$ cat src/rtl/imm_gen.sv
// -----------------------------------------------------------------------------
// imm_gen -- RV32I immediate generator (decode stage)
//
// Pulls the immediate field out of a 32-bit instruction and sign- or
// zero-extends it. The main control decoder picks the format through imm_src;
// the opcode bits are never looked at here.
//
// The combinational result (imm_ext) feeds the single-cycle datapath: the ALU
// B-mux and the branch/jump target adder. A registered copy with a valid flag
// (imm_ext_q / out_valid) is provided for pipelined and debug consumers.
//
// Ports
//   clk          system clock, registered outputs update on the rising edge
//   rst_n        asynchronous active-low reset
//   inst         instruction word
//   imm_src      format select: 000 I, 001 S, 010 B, 011 U, 100 J,
//                101 shamt, 110 CSR uimm, 111 reserved
//   in_valid     qualifies inst/imm_src for the registered path
//   imm_ext      combinational extended immediate
//   imm_ext_q    imm_ext captured on the last edge where in_valid was high
//   out_valid    in_valid delayed by one cycle
//   illegal_src  combinational, high for the reserved imm_src code
// -----------------------------------------------------------------------------
module imm_gen #(
    parameter int XLEN = 32
) (
    input  logic            clk,
    input  logic            rst_n,
    input  logic [31:0]     inst,
    input  logic [2:0]      imm_src,
    input  logic            in_valid,
    output logic [XLEN-1:0] imm_ext,
    output logic [XLEN-1:0] imm_ext_q,
    output logic            out_valid,
    output logic            illegal_src
);

    // Field extraction below is written for RV32 only.
    generate
        if (XLEN != 32) begin : g_bad_xlen
            $error("imm_gen: only XLEN = 32 is supported");
        end
    endgenerate

    localparam logic [2:0] SRC_I     = 3'b000;
    localparam logic [2:0] SRC_S     = 3'b001;
    localparam logic [2:0] SRC_B     = 3'b010;
    localparam logic [2:0] SRC_U     = 3'b011;
    localparam logic [2:0] SRC_J     = 3'b100;
    localparam logic [2:0] SRC_SHAMT = 3'b101;
    localparam logic [2:0] SRC_CSR   = 3'b110;

    logic            w_sign;
    logic [XLEN-1:0] w_imm;
    logic            w_illegal;

    // Every signed format takes its sign from inst[31].
    assign w_sign = inst[31];

    always_comb begin
        w_imm     = '0;
        w_illegal = 1'b0;
        case (imm_src)
            SRC_I:     w_imm = {{20{w_sign}}, inst[31:20]};
            SRC_S:     w_imm = {{20{w_sign}}, inst[31:25], inst[11:7]};
            SRC_B:     w_imm = {{19{w_sign}}, inst[31], inst[7],
                                inst[30:25], inst[11:8], 1'b0};
            SRC_U:     w_imm = {inst[31:12], 12'b0};
            SRC_J:     w_imm = {{11{w_sign}}, inst[31], inst[19:12],
                                inst[20], inst[30:21], 1'b0};
            SRC_SHAMT: w_imm = {27'b0, inst[24:20]};
            SRC_CSR:   w_imm = {27'b0, inst[19:15]};
            // Reserved code, and any X/Z on imm_src, resolves to zero.
            default: begin
                w_imm     = '0;
                w_illegal = (imm_src == 3'b111);
            end
        endcase
    end

    assign imm_ext     = w_imm;
    assign illegal_src = w_illegal;

    // Registered copy: valid always follows in_valid, data only loads on a
    // valid cycle so consumers can keep reading the last good immediate.
    logic [XLEN-1:0] r_imm_ext_q;
    logic            r_out_valid;

    always_ff @(posedge clk or negedge rst_n) begin
        if (!rst_n) begin
            r_imm_ext_q <= '0;
            r_out_valid <= 1'b0;
        end else begin
            r_out_valid <= in_valid;
            if (in_valid) begin
                r_imm_ext_q <= w_imm;
            end
        end
    end

    assign imm_ext_q = r_imm_ext_q;
    assign out_valid = r_out_valid;

endmodule

$ cat config.mk
export PLATFORM = sky130hd
export DESIGN_NAME = imm_gen
export DESIGN_NICKNAME = d
export VERILOG_FILES = /design/src/rtl/imm_gen.sv
export SDC_FILE = /design/constraint.sdc
export NUM_CORES = 1
export LEC_CHECK = 0
export BUFFER_PORTS_ARGS = -buffer_cell sky130_fd_sc_hd__clkbuf_2
export CAP_MARGIN = 40
export CELL_PAD_IN_SITES_DETAIL_PLACEMENT = 1
export CELL_PAD_IN_SITES_GLOBAL_PLACEMENT = 1
export CORE_ASPECT_RATIO = 0.6
export CORE_MARGIN = 3
export CORE_UTILIZATION = 31
export CTS_CLUSTER_DIAMETER = 200
export DETAILED_ROUTE_END_ITERATION = 6
export PLACE_DENSITY_LB_ADDON = 0.05
export SLEW_MARGIN = 15
export SYNTH_ARGS = -nofsm -noshare
export SYNTH_HDL_FRONTEND = slang
export SYNTH_SLANG_ARGS = --single-unit
$ cat constraint.sdc
create_clock -name clk -period 1.37 [get_ports clk]
set_input_delay 0.137 -clock clk [delete_from_list [all_inputs] [get_ports clk]]
set_output_delay 0.137 -clock clk [all_outputs]
set_load 0.01 [all_outputs]
==> flow_summary.yaml, run 1 <==
run_status:
  run_status: "completed"
synth:
  ys_seq_area_frac: 0.446
  synth_compound_area_frac: 0.209
  ys.flop_type: "dfrtp_1"
  syn_area_um2: 1850
  synth_top_family_by_area: "simple AND/OR/NAND/NOR gates"
  async_reset_ff_frac: 1.00
  yosys.area_share.simple: 0.237
  avgSynthCellArea_um2: 9.07
  synthDistinctLibCells: 33
  synthXorXnorAreaFrac: 0.00473
  synth_fp_nets: 242
  syn_inst: 204
  synth_mux_area_frac: 0.0480
  synthAdderAreaFrac: 0.00541
  synth_seq_cells: 33
  ys_warn_count: 0
  synth-edff-count: 0
sta:
  report.final.slew_viol_count: 0
  worst_pin_slew_ps: 491
  finClkSkew_ps: 0
  hold_slack_ps: 141
  fin_crit_ps: 1330
  tns_ps: 0
  slew-limit-headroom: 0.672
  fin_crit_sh: 0.967
  hold_violations: 0
  finalWorstSetupSlack_ps: 44.6
  setup_violations: 0
  fmax_mhz: 755
  rsz0062_at_grt: "no"
job:
  drv_cap: 0
power:
  power_density_nw_per_um2: 989
  leakage_uw: 0.00139
  peakVddDrop_mv: 0.479
detailed_routing:
  ant_nets: 0
  wl_per_cell_um: 16.1
  vias: 1969
  dr.pass1.iters: 4
  drc: 0
  wl_mm: 6.32
  first_iter_violations: 89
  routed_via_density: 5.01
place:
  placed_area_um2: 2520
  pre_cts_slack_ps: -153
  io_buffers: 96
  place_hpwl_mm: 4.97
  place_inst: 383
  gp_congestion: 0.876
clock_tree:
  ctsLongestPathBuffers: 2
  cts_tree: "done"
  cts_root_buf: "clkbuf_8"
  numCtsBuffers: 5
  cts.clk_slew.worst_paths_ps: 70
  cts_sinks: 33
  htreeDepth: 2
  clk-insertion-delay-late_ps: 280
critical_path:
  start_kind: "primary input"
  critical_path_class: "primary input to output port"
  crit_arrival_ps: 1190
  r2r_setup_slack_ps: 600
  required_ps: 1230
  cp-end-kind: "output port"
  path_max_fanout: 19
grt:
  grt.overflow.total: 0
  grt_max_degree: 38
  antenna_found_initial: 0
  grt_pass1_wl_mm: 9.96
  grt_pass1_vias: 1918
  grt_use_total: 0.181
layout:
  mostFrequentLayoutCell: "clkbuf_2"
  insertedDiodeCount: 0
  drive_gt1_frac: 0.454
  areaGrowthSynthToFinish_pct: 45.3
  nets: 350
  mostFrequentLayoutCells: "clkbuf_2, a31oi_1, nand2_1, dfrtp_1, nor2_1"
  fin_area_um2: 2690
  fin_cells: 393
floorplan:
  die_y_um: 65.8
  die_w_um: 106
  io_pins: 104
  dieArea_um2: 6960
  initial_core_util: 0.326
  rows: 21
  core_area_um2: 5680
worst_hold_path:
  hold_path_class: "primary input to flop"
==> through the flow <==
stage	power, uW	utilization
2_1_floorplan	1540	-
3_3_place_gp	1910	0.444
3_5_place_dp	1920	0.444
4_1_cts	2680	0.463
5_1_grt	2820	0.474
6_report	2660	0.474
==> worst max-delay path: stages <==
cell      delay, ps
clkbuf_2        130
buf_12          160
maj3_2          380
nor2b_1         210
clkbuf_2        160
==> cell usage after synthesis, drive strengths merged (4+ instances only) <==
cell    number  area (um2)
a221o        8        80.1
nor2        22        82.6
nand3b       5        37.5
buf         11        61.3
mux2         7        78.8
clkbuf       5        20.0
a21boi       4        30.0
nand2       33         124
dfrtp       33         826
o22a         4        35.0
nor2b       11        68.8
nand2b       4        25.0
a31oi       37         231
==> report_power, final <==
part,internal [uW],switching [uW],total (uW)
clock network,351,385,736
logic,347,440,788
registers,1080,56.6,1140
==> repair_timing <==
| item | 4_1_cts | 5_1_grt |
|---|---|---|
| endpoints found under the setup margin | 16 | 22 |
| buffers inserted | 0 | 1 |
| gates resized for setup | 5 | 17 |
| pin swaps | 0 | 1 |
| hold buffers | 1 | 0 |
| hold endpoints to repair | 16 | 0 |
==> logic make-up after synthesis <==
kind of cell | count (synthesis)
buf+inv | 19
simple gates | 87
fa+ha+maj | 1
mux | 8
flops | 33
xor+xnor | 1
compound gates | 55
==> sequential cells by signal, summed over array words and instances, names as in the netlist <==
name       flops
imm_ext_q     32
out_valid      1
==> layer usage <==
| layer | global-route usage | vias up | part of all wire | wire (um) |
|---|---|---|---|---|
| met5 | 0 | - | 0 | 0 |
| met4 | 0.0258 | 0 | 0.0043 | 27 |
| met3 | 0.0351 | 4 | 0.050 | 315 |
| met2 | 0.252 | 68 | 0.41 | 2580 |
| met1 | 0.290 | 945 | 0.54 | 3390 |
| li1 | - | 952 | - | - |
==> layout make-up <==
cell class	instances	area, um2
Clock buffer	5	68.8
Fill cell	729	2990
Tap cell	80	100
Inverter	3	11.3
Multi-Input combinational cell	152	983
Timing Repair Buffer	117	682
Clock inverter	3	17.5
Sequential cell	33	826
==> worst paths after layout <==
check,from,endpoint,cells past startpoint
max,imm_src[1],imm_ext[6],5
min,inst[29],imm_ext_q[29],3
max reg2reg,imm_ext_q[7],imm_ext_q[7],1
min reg2reg,imm_ext_q[8],imm_ext_q[8],1
max in group asynchronous,rst_n,imm_ext_q[2],3
min in group asynchronous,rst_n,imm_ext_q[16],2
Note: power is estimated with default switching activity, not from simulation.
==> run 2, diff against run 1 <==
- ABC_AREA: not set -> 1
- CELL_PAD_IN_SITES_DETAIL_PLACEMENT: 1 -> not set
- CELL_PAD_IN_SITES_GLOBAL_PLACEMENT: 1 -> not set
- CORE_ASPECT_RATIO: 0.6 -> 1.2
==> flow_summary.yaml, run 2 <==
synth:
  synth-edff-count: 0
  synthDistinctLibCells: 20
  ys.flop_type: "dfrtp_1"
  synth_common_cells: "nand2_1, dfrtp_1, nand3_2"
  async_reset_ff_frac: 1.00
  synth_area_leaders: "dfrtp_1, nand2_1, nand3_2"
  avgSynthCellArea_um2: 7.56
  synth_fp_nets: 280
  synth_seq_cells: 33
  syn_inst: 242
  yosysTopAreaCell: "dfrtp_1"
  syn_area_um2: 1830
  synth_top_area_share: 0.451
  ys_seq_area_frac: 0.451
  ys_warn_count: 0
  synth.most_common_cell: "nand2_1"
critical_path:
  cp_top_family: "simple AND/OR/NAND/NOR gates"
  regToRegEndpoint: "imm_ext_q[23]"
  critPathCapture: "imm_ext[25]"
  crit_arrival_ps: 1150
  start_kind: "primary input"
  cp.buffers_inverters: 2
  crit_chain: "clkbuf_2 -> nor3_4 -> nand2_2 -> nand3_1 -> clkbuf_2"
  cpPeakStageDelay_ps: 240
  cp-end-kind: "output port"
  critical_path_class: "primary input to output port"
  r2r_setup_slack_ps: 750
  r2r_start: "imm_ext_q[23]"
  path_depth: 5
  startpoint: "imm_src[1]"
  path_max_fanout: 11
  reg2reg_depth: 2
  required_ps: 1230
  crit_top_cell: "clkbuf_2"
  cpMaxStageDelayCell: "nor3_4"
detailed_routing:
  wl_mm: 5.56
  first_iter_violations: 87
  vias: 1829
  routed_via_density: 4.34
  wl_per_cell_um: 13.2
  dr.pass1.iters: 4
  ant_nets: 0
  drc: 0
layout:
  mostFrequentLayoutCells: "nand2_1, clkbuf_2, dfrtp_1, nand3_2, inv_1"
  largest_reg_flops: 32
  fin_cells: 421
  fin_area_um2: 2510
  drive_gt1_frac: 0.416
  insertedDiodeCount: 0
  areaGrowthSynthToFinish_pct: 37.5
  nets: 378
  mostFrequentLayoutCell: "nand2_1"
floorplan:
  die_y_um: 90.2
  initial_core_util: 0.323
  io_pins: 104
  core_area_um2: 5670
  rows: 30
  die_w_um: 76.1
  dieArea_um2: 6860
place:
  place_inst: 412
  place_hpwl_mm: 4.27
  io_buffers: 96
  gp_congestion: 0.768
  pre_cts_slack_ps: 70.1
  placed_area_um2: 2390
clock_tree:
  cts_root_buf: "clkbuf_8"
  postCtsSetupBuffers: 0
  cts_tree: "done"
  cts.clk_slew.worst_paths_ps: 60
  htreeDepth: 2
  ctsLongestPathBuffers: 2
  numCtsBuffers: 5
  clk-insertion-delay-late_ps: 280
  cts_sinks: 33
grt:
  antenna_found_initial: 0
  grt_pass1_wl_mm: 9.57
  grt.overflow.total: 0
  grt_max_degree: 34
  grt_use_total: 0.174
  grt_pass1_vias: 1860
sta:
  slew-limit-headroom: 0.731
  worst_pin_slew_ps: 404
  report.final.slew_viol_count: 0
  setup_violations: 0
  fin_crit_sh: 0.936
  rsz0062_at_grt: "yes"
  finalWorstSetupSlack_ps: 87.8
  fmax_mhz: 780
  tns_ps: 0
  finClkSkew_ps: 0
  hold_violations: 0
  fin_crit_ps: 1280
run_status:
  run_status: "completed"
power:
  power_density_nw_per_um2: 1100
  power_uw: 2760
  peakVddDrop_mv: 0.489
  leakage_uw: 0.00157
worst_hold_path:
  whs_path_depth: 5
  hold_path_class: "primary input to flop"
job:
  drv_cap: 0
==> run 2: cell types whose count changed after synthesis, sizes merged, moves of 4 or more <==
cell	delta
nand2	+110
a31oi	-37
nand3	+18
nor2b	-11
inv	+10
a221o	-8
mux2	-7
nor2	-7
nand3b	-5
a21boi	-4
nand2b	-4
nand4	+4
o22a	-4
==> run 2: final cells by class <==
class | count | area [um2]
Fill cell | 642 | 3150
Multi-Input combinational cell | 184 | 873
Sequential cell | 33 | 826
Timing Repair Buffer | 103 | 548
Tap cell | 80 | 100
Clock buffer | 7 | 86.3
Inverter | 13 | 51.3
Clock inverter | 1 | 30.0
==> run 2: worst min-delay path by stage <==
stage / slack (ps) / endpoint / startpoint
2_1_floorplan: -160 / imm_ext_q[0] / rst_n
3_3_place_gp: 80 / imm_ext_q[14] / rst_n
3_5_place_dp: 80 / imm_ext_q[14] / rst_n
4_1_cts: 150 / imm_ext_q[12] / inst[12]
5_1_grt: 190 / imm_ext_q[1] / inst[8]
6_report: 160 / imm_ext_q[12] / inst[12]
==> run 2: cells by family after synthesis <==
| group | after synthesis | synth area share |
|---|---|---|
| compound gates | 2 | 0.00547 |
| buf+inv | 25 | 0.0725 |
| flops | 33 | 0.451 |
| simple gates | 182 | 0.471 |
==> run 2: power breakdown <==
part / switching [uW] / internal (uW) / total [uW]
combinational: 419 / 258 / 677
clock: 363 / 593 / 957
sequential: 52.1 / 1070 / 1120
==> run 2: routing by layer <==
layer  wire, um  track usage  part of all wire
met1       2400        0.212              0.43
met2       2670        0.296              0.48
met3        415       0.0521             0.075
met4         75       0.0498             0.013
met5          0            0                 0
==> run 2: worst min-delay path, cell delays in order <==
cell,delay [ps]
clkbuf_2,70
nand2_1,50
nand2_2,60
nand2_1,40
nand2_1,40
==> run 2: metrics by stage <==
| step | hold slack (ps) | utilization |
|---|---|---|
| after CTS | 149 | 0.443 |
| final | 161 | 0.444 |
| after global placement | 84.6 | 0.421 |
| after floorplan | -159 | - |
| after global routing | 194 | 0.444 |
| after detailed placement | 82.6 | 0.421 |
==> run 2: repair_timing <==
item	4_1_cts	5_1_grt
hold endpoints to repair	13	0
setup endpoints to repair	0	7
gates resized for setup	0	1
hold buffers	1	0
==> run 3, diff against run 2 <==
- CAP_MARGIN: 40 -> not set
- GPL_TIMING_DRIVEN: not set -> 0
==> flow_summary.yaml, run 3 (synthesis results as in run 2) <==
run_status:
  run_status: "completed"
floorplan:
  rows: 30
  initial_core_util: 0.323
  die_y_um: 90.2
  dieArea_um2: 6860
  io_pins: 104
  core_area_um2: 5670
  die_w_um: 76.1
grt:
  grt_pass1_wl_mm: 9.10
  met1_usage: 0.216
  antenna_found_initial: 0
  grt_busiest_layer: "met2"
  use_met3: 0.0491
  grt_pass1_vias: 1785
  use_met2: 0.266
  grt_use_total: 0.166
  grt_max_degree: 34
  grt.overflow.total: 0
detailed_routing:
  routed_via_density: 4.32
  vias: 1839
  wl_per_cell_um: 12.7
  first_iter_violations: 81
  ant_nets: 0
  wl_mm: 5.41
  dr.pass1.iters: 4
  drc: 0
layout:
  seqCellArea_um2: 826
  utilization: 0.443
  insertedDiodeCount: 0
  drive_gt1_frac: 0.413
  largest_reg_flops: 32
  mostFrequentLayoutCells: "nand2_1, clkbuf_2, dfrtp_1, nand3_2"
  mostFrequentLayoutCell: "nand2_1"
  multiInputGateArea_um2: 876
  fin_cells: 426
  nets: 383
  areaGrowthSynthToFinish_pct: 37.3
  fill_cells: 624
clock_tree:
  cts_sinks: 33
  ctsLongestPathBuffers: 2
  numCtsBuffers: 5
  cts_tree: "done"
  htreeDepth: 2
  clk-insertion-delay-late_ps: 280
  postCtsSetupBuffers: 0
  cts_root_buf: "clkbuf_8"
  cts.clk_slew.worst_paths_ps: 70
sta:
  rsz0062_at_grt: "no"
  fmax_mhz: 788
  fin_crit_ps: 1270
  report.final.slew_viol_count: 0
  finalWorstSetupSlack_ps: 100
  finClkSkew_ps: 0
  worst_pin_slew_ps: 852
  fin_crit_sh: 0.927
  setup_violations: 0
  hold_violations: 0
  tns_ps: 0
  slew-limit-headroom: 0.432
critical_path:
  critPathCapture: "imm_ext[4]"
  path_max_fanout: 10
  r2r_setup_slack_ps: 750
  r2r_start: "imm_ext_q[10]"
  crit_top_cell: "clkbuf_2"
  regToRegEndpoint: "imm_ext_q[10]"
  startpoint: "imm_src[2]"
  critical_path_class: "primary input to output port"
  crit_chain: "clkbuf_2 -> inv_4 -> a21oi_1 -> nand2_1 -> nand3_2 -> clkbuf_2"
  cpMaxStageDelayCell: "a21oi_1"
  required_ps: 1230
  start_kind: "primary input"
  cpPeakStageDelay_ps: 330
  reg2reg_depth: 2
  crit_arrival_ps: 1130
  cp-end-kind: "output port"
power:
  peakVddDrop_mv: 0.411
  leakage_uw: 0.00157
  p_sw_uw: 840
  p_seq_frac: 0.445
  power_density_nw_per_um2: 1000
  p_comb_frac: 0.269
  pwr-share-clk: 0.286
  swShare: 0.333
  intPower_uw: 1680
place:
  place_hpwl_mm: 4.22
  gp_congestion: 0.765
  place_inst: 416
  io_buffers: 94
  pre_cts_slack_ps: 47.3
job:
  drv_cap: 0
worst_hold_path:
  hold_path_class: "primary input to flop"
  whs_path_depth: 5
## run 3: changes by cell type in the layout (fill, tap and decap cells not counted), moves of 2 or more
cell,change
buf_4,-5
clkbuf_2,-2
buf_6,+4
clkinv_2,+2
buf_2,+5
nor2_2,-2
clkbuf_1,+2
## run 3: final cells by class
class / count / share of cell area
Inverter: 13 / 0.0204
Tap cell: 80 / 0.0399
Clock inverter: 3 / 0.00698
Multi-Input combinational cell: 184 / 0.349
Clock buffer: 5 / 0.0274
Buffer: 12 / 0.0324
Timing Repair Buffer: 96 / 0.195
Sequential cell: 33 / 0.329
## run 3: worst min-delay path by stage
stage / slack (ps) / startpoint / to
after floorplan: -160 / rst_n / imm_ext_q[0]
after detailed placement: 270 / in_valid / out_valid
after global routing: 170 / inst[28] / imm_ext_q[8]
after global placement: 260 / in_valid / out_valid
after CTS: 150 / inst[28] / imm_ext_q[8]
final: 150 / inst[12] / imm_ext_q[12]
## run 3: critical path: cells and delay by family
kind / cells / cell delay (ps)
buffers and inverters: 3 / 420
AO/OA/AOI/OAI: 1 / 330
AND/OR/NAND/NOR: 2 / 240
## run 3: stage by stage
stage / hold slack, ps / power, uW / cell area, um2
global placement: 265 / 1820 / 2400
detailed placement: 267 / 1830 / 2400
floorplan: -159 / 1500 / 1830
CTS: 150 / 2580 / 2510
finish: 153 / 2520 / 2510
global route: 172 / 2690 / 2510
## run 3: power groups by stage
stage                     clock (uW)  sequential (uW)  combinational [uW]
after global routing             793             1130                 760
after detailed placement           0             1140                 687
final                            722             1120                 677
after CTS                        761             1120                 693
after floorplan                    0             1190                 315
after global placement             0             1140                 684
## run 3: per-layer routing
layer  up-vias  wire (um)  part of all wire
met5         -          0                 0
met4         0         60             0.011
met3         4        383             0.071
met2        66       2570              0.48
met1       827       2400              0.44
li1        942          -                 -
## run 3: repair_timing
action                                  4_1_cts  5_1_grt
hold endpoints to repair                     34        0
hold buffers                                  2        0
gates resized for setup                       0        1
endpoints found under the setup margin        0        8
